**src/rtl/ext_ram_arbiter.sv**
```systemverilog
// Two-port arbiter for an external asynchronous SRAM: round-robin grant, fixed-length
// access window, one recovery cycle carrying the acknowledge.
module ext_ram_arbiter #(
  parameter int unsigned WAIT_CYCLES = 2
) (
  input  logic        clk,
  input  logic        resetB,
  input  logic        req0,
  input  logic        req1,
  input  logic        we0,
  input  logic        we1,
  input  logic [18:0] addr0,
  input  logic [18:0] addr1,
  input  logic [7:0]  wdata0,
  input  logic [7:0]  wdata1,
  output logic        ack0,
  output logic        ack1,
  output logic [7:0]  rdata0,
  output logic [7:0]  rdata1,
  output logic        externalRamCEB,
  output logic        externalRamWEB,
  output logic        externalRamOEB,
  output logic [18:0] externalRamAddress,
  output logic [7:0]  externalRamWriteData,
  output logic        externalRamDataOE,
  input  logic [7:0]  externalRamReadData
);

  typedef enum logic [1:0] {
    StIdle,
    StAccess,
    StRecover
  } stateE;

  localparam logic [3:0] LastCount = 4'(WAIT_CYCLES - 1);

  stateE      state;
  logic [3:0] cycleCount;
  logic       pointer;
  logic       grantPort;
  logic       writeOp;
  logic       grantNext;
  logic       weNext;

  // Both requesting: the pointer decides; otherwise whichever port is asking.
  always_comb begin
    grantNext = (req0 && req1) ? pointer : req1;
    weNext    = grantNext ? we1 : we0;
  end

  always_ff @(posedge clk or negedge resetB) begin
    if (!resetB) begin
      state                <= StIdle;
      cycleCount           <= 4'd0;
      pointer              <= 1'b0;
      grantPort            <= 1'b0;
      writeOp              <= 1'b0;
      ack0                 <= 1'b0;
      ack1                 <= 1'b0;
      rdata0               <= 8'd0;
      rdata1               <= 8'd0;
      externalRamCEB       <= 1'b1;
      externalRamWEB       <= 1'b1;
      externalRamOEB       <= 1'b1;
      externalRamAddress   <= 19'd0;
      externalRamWriteData <= 8'd0;
      externalRamDataOE    <= 1'b0;
    end else begin
      ack0 <= 1'b0;
      ack1 <= 1'b0;
      case (state)
        StIdle: begin
          if (req0 || req1) begin
            state                <= StAccess;
            cycleCount           <= 4'd0;
            grantPort            <= grantNext;
            pointer              <= ~grantNext;
            writeOp              <= weNext;
            externalRamAddress   <= grantNext ? addr1 : addr0;
            externalRamWriteData <= grantNext ? wdata1 : wdata0;
            externalRamCEB       <= 1'b0;
            externalRamOEB       <= weNext;
            externalRamDataOE    <= weNext;
          end
        end
        StAccess: begin
          if (cycleCount == LastCount) begin
            state             <= StRecover;
            externalRamCEB    <= 1'b1;
            externalRamWEB    <= 1'b1;
            externalRamOEB    <= 1'b1;
            externalRamDataOE <= 1'b0;
            if (grantPort) begin
              ack1 <= 1'b1;
            end else begin
              ack0 <= 1'b1;
            end
            if (!writeOp) begin
              if (grantPort) begin
                rdata1 <= externalRamReadData;
              end else begin
                rdata0 <= externalRamReadData;
              end
            end
          end else begin
            // First access cycle is address setup; WEB falls from the second one on.
            cycleCount     <= cycleCount + 4'd1;
            externalRamWEB <= ~writeOp;
          end
        end
        StRecover: begin
          state <= StIdle;
        end
        default: begin
          state <= StIdle;
        end
      endcase
    end
  end

endmodule

```
**config.mk**
```make
export PLATFORM = sky130hd
export DESIGN_NAME = ext_ram_arbiter
export DESIGN_NICKNAME = d
export VERILOG_FILES = /design/src/rtl/ext_ram_arbiter.sv
export SDC_FILE = /design/constraint.sdc
export NUM_CORES = 1
export LEC_CHECK = 0
export ABC_AREA = 0
export CAP_MARGIN = 10
export CORE_MARGIN = 2
export CORE_UTILIZATION = 40
export DETAILED_ROUTE_END_ITERATION = 10
export MAX_ROUTING_LAYER = met4
export PLACE_DENSITY = 0.78
export RECOVER_POWER = 25
export SYNTH_ARGS = -nofsm -noshare
export SYNTH_HDL_FRONTEND = slang
export SYNTH_SLANG_ARGS = --single-unit
```
**constraint.sdc**
```tcl
create_clock -name clk -period 4.8 [get_ports clk]
set_input_delay 0.72 -clock clk [delete_from_list [all_inputs] [get_ports clk]]
set_output_delay 0.72 -clock clk [all_outputs]
set_load 0.05 [all_outputs]
```
==> metrics.cfg <==
[placement]
dp_hpwl_um = 4050
dp_slack_ns = 1.82
io_buffer_count = 116
place_area_mm2 = 0.00374
gp_congestion = 0.767

[synth]
synthCells = 210
synth.ff_latch_count = 58
yosys-top-cells-area = dfrtp_1 (55%), mux2i_1 (12%), nand2_1 (5.0%)
post_synth.cell_area_avg_um2 = 11.9
yosys.area_share.simple = 0.0985
synth_mux_area_frac = 0.200
synth_top_area_cell = dfrtp_1
synth_top_family_by_area = multiplexers
synth-adder-area-share = 0.0100
synth_area_mm2 = 0.00250
synth_compound_area_frac = 0.0820
synth_xor_area_frac = 0.00350
yosys-top-cells-count = dfrtp_1 (55), nand2_1 (33), mux2i_1 (29)
synth_flop_cell = dfrtp_1
synth.most_common_cell = dfrtp_1
synth_warnings = 0
synth.distinct_cells = 30
synth-seq-area-share = 0.582
syn-num-nets = 280
synth_top_area_frac = 0.550
synth-async-reset-ratio = 1.00
synth-edff-count = 0

[clocking]
numCtsBuffers = 9
clkLatencyLatePin_ns = 0.33
h-tree-depth = 3
cts_setup_buffers = 0
clk_pin_slew_ns = 0.07
clock-root-buffer = clkbuf_8
post_cts_resize_count = 0
cts_tree = yes
clkSinkCount = 58
clock_path_buffers = 2
cts.hold.buffers_added = 0

[timing]
rsz0062_at_grt = no
max_freq_mhz = 390
slew_viol_final = 0
setup_viol = 0
tightest_slew_ns = 1.18
fin_crit_ns = 2.56
max_slew_margin = 0.212
fin_setup_tns_ns = 0
hold_violations = 0
worst_slack_ns = 2.24
period_share = 0.534
finalClockSkew_ns = 0.00996

[critical_path]
crit_fanout = 30
cp.arrival_ns = 2.75
required_ns = 4.99
path_class = in -> reg
cp_slowest_stage_delay_ns = 0.89
critical_path.slowest_cell = o21ai_4
crit_chain = clkdlybuf4s50_1 -> inv_1 -> o21ai_4 -> mux2i_1 -> o21ai_0
crit_path_end_kind = register
regToRegSetupSlack_ns = 2.83
startpoint_type = input port

[drt]
wl_met2_um = 2680
via_count = 1941
drtIter0Drc = 71
dr_wl_met3_um = 401
met1_length_um = 2400
vias_per_cell = 4.75
drc = 0
firstDrtPassIters = 4
routed_wl_um = 5560
postRouteAntennaNets = 0
routedWlPerCell_um = 13.6
dr.max_layer_used = met4

[grt]
gr-total-overflow = 0
grt_pass1_wl_um = 9330
grt_usage = 0.175
antenna_found_initial = 0
grt_max_degree = 65
grt_pass1_vias = 2033

[floorplanning]
io_pins = 117
rows = 28
start_util = 0.418
chipWidth_um = 83.1
dieArea_mm2 = 0.00690
core_area_mm2 = 0.00599
die_y_um = 83.1

[power]
p_per_area_mw_per_mm2 = 789
leakagePower_nw = 1.82
ir_drop_v = 0.000507

[final_layout]
final_area_mm2 = 0.00399
final_net_count = 399
drive_above_1_share = 0.129
diodes = 0
areaGrowthSynthToFinish_pct = 59.6

[run]
maxCapViolCount = 0

[run_status]
status = completed

[min_path]
hp-class = reg -> reg

[per-layer routing]
metal  GRT usage  up-vias
li1            -      961
met1       0.206      890
met2       0.276       82
met3      0.0507        8
met4      0.0849        0
met5           -        -
[worst paths after layout]
kind                                 from                      to  cells past startpoint
min in group asynchronous          resetB               rdata0[1]                      2
hold reg to reg            externalRamCEB          externalRamCEB                      2
max in group asynchronous          resetB  externalRamAddress[17]                      2
setup / recovery                     req0       externalRamDataOE                      5
hold / removal             externalRamCEB          externalRamCEB                      2
setup reg to reg                  pointer       externalRamDataOE                      3
[cell families (layout without fill, tap and decap cells)]
group	Yosys count	after routing
muxes	45	45
adders and majority gates	2	2
buffers and inverters	13	137
xor gates and xnor gates	1	1
AOI/OAI and AO/OA	39	39
DFF	58	58
and+or+nand+nor	52	52
[cell type report]
| cell class | count | area, um^2 |
|---|---|---|
| Clock buffer | 9 | 124 |
| Clock inverter | 7 | 141 |
| Fill cell | 480 | 2000 |
| Inverter | 3 | 11.3 |
| Multi-Input combinational cell | 139 | 996 |
| Sequential cell | 58 | 1460 |
| Tap cell | 75 | 93.8 |
| Timing Repair Buffer | 118 | 1170 |
[registers in the layout (all words and copies together) (netlist names), 2 cells and up]
signal                cells
cycleCount                4
externalRamAddress       19
externalRamWriteData      8
rdata0                    8
rdata1                    8
state                     2
[worst max-delay path, delay by kind of cell]
family                 cells  cell delay, ns
AOI/OAI and AO/OA          2            1.01
muxes                      1            0.37
buffers and inverters      2            0.64
[through the flow]
step | utilization | hold slack (ns) | instances | power (W)
after floorplan | - | 0.413 | 210 | 0.00201
after global placement | 0.624 | 0.453 | 393 | 0.00256
after detailed placement | 0.624 | 0.454 | 393 | 0.00259
after CTS | 0.669 | 0.466 | 409 | 0.00319
after global routing | 0.666 | 0.494 | 409 | 0.00331
final | 0.666 | 0.465 | 409 | 0.00315
[report_power, final]
group	switching [W]	total (W)	internal (W)
sequential	0.000137	0.000872	0.000735
clock	0.000197	0.000594	0.000397
combinational	0.00108	0.00168	0.000606
[cell usage in the layout (no fill, tap or decap)]
cell type / netlist / layout
clkdlybuf4s50_1: 0 / 115
dfrtp_1: 55 / 55
nand2_1: 33 / 33
mux2i_1: 29 / 29
o21ai_0: 24 / 24
clkbuf_8: 0 / 9
nor2_1: 8 / 8
mux2_4: 8 / 8
mux2_2: 7 / 7
o21ai_1: 9 / 7
nand3_1: 3 / 4
bufinv_16: 0 / 4
inv_1: 2 / 3
a21oi_1: 3 / 3
dfstp_2: 3 / 3
o21ai_4: 0 / 2
ha_1: 2 / 2
buf_4: 0 / 2
nor2b_4: 1 / 1
nor2_4: 1 / 1
and2_1: 1 / 1
a21bo_2: 1 / 1
nand3b_2: 1 / 1
mux2_1: 1 / 1
or3_1: 1 / 1
a21boi_0: 1 / 1
o21a_1: 1 / 1
nor3_1: 1 / 1
nand4_1: 1 / 1
xor2_1: 1 / 1
clkinv_2: 0 / 1
clkinv_4: 0 / 1
clkinvlp_4: 0 / 1
buf_2: 3 / 1
(Power assumes the default switching activity.)
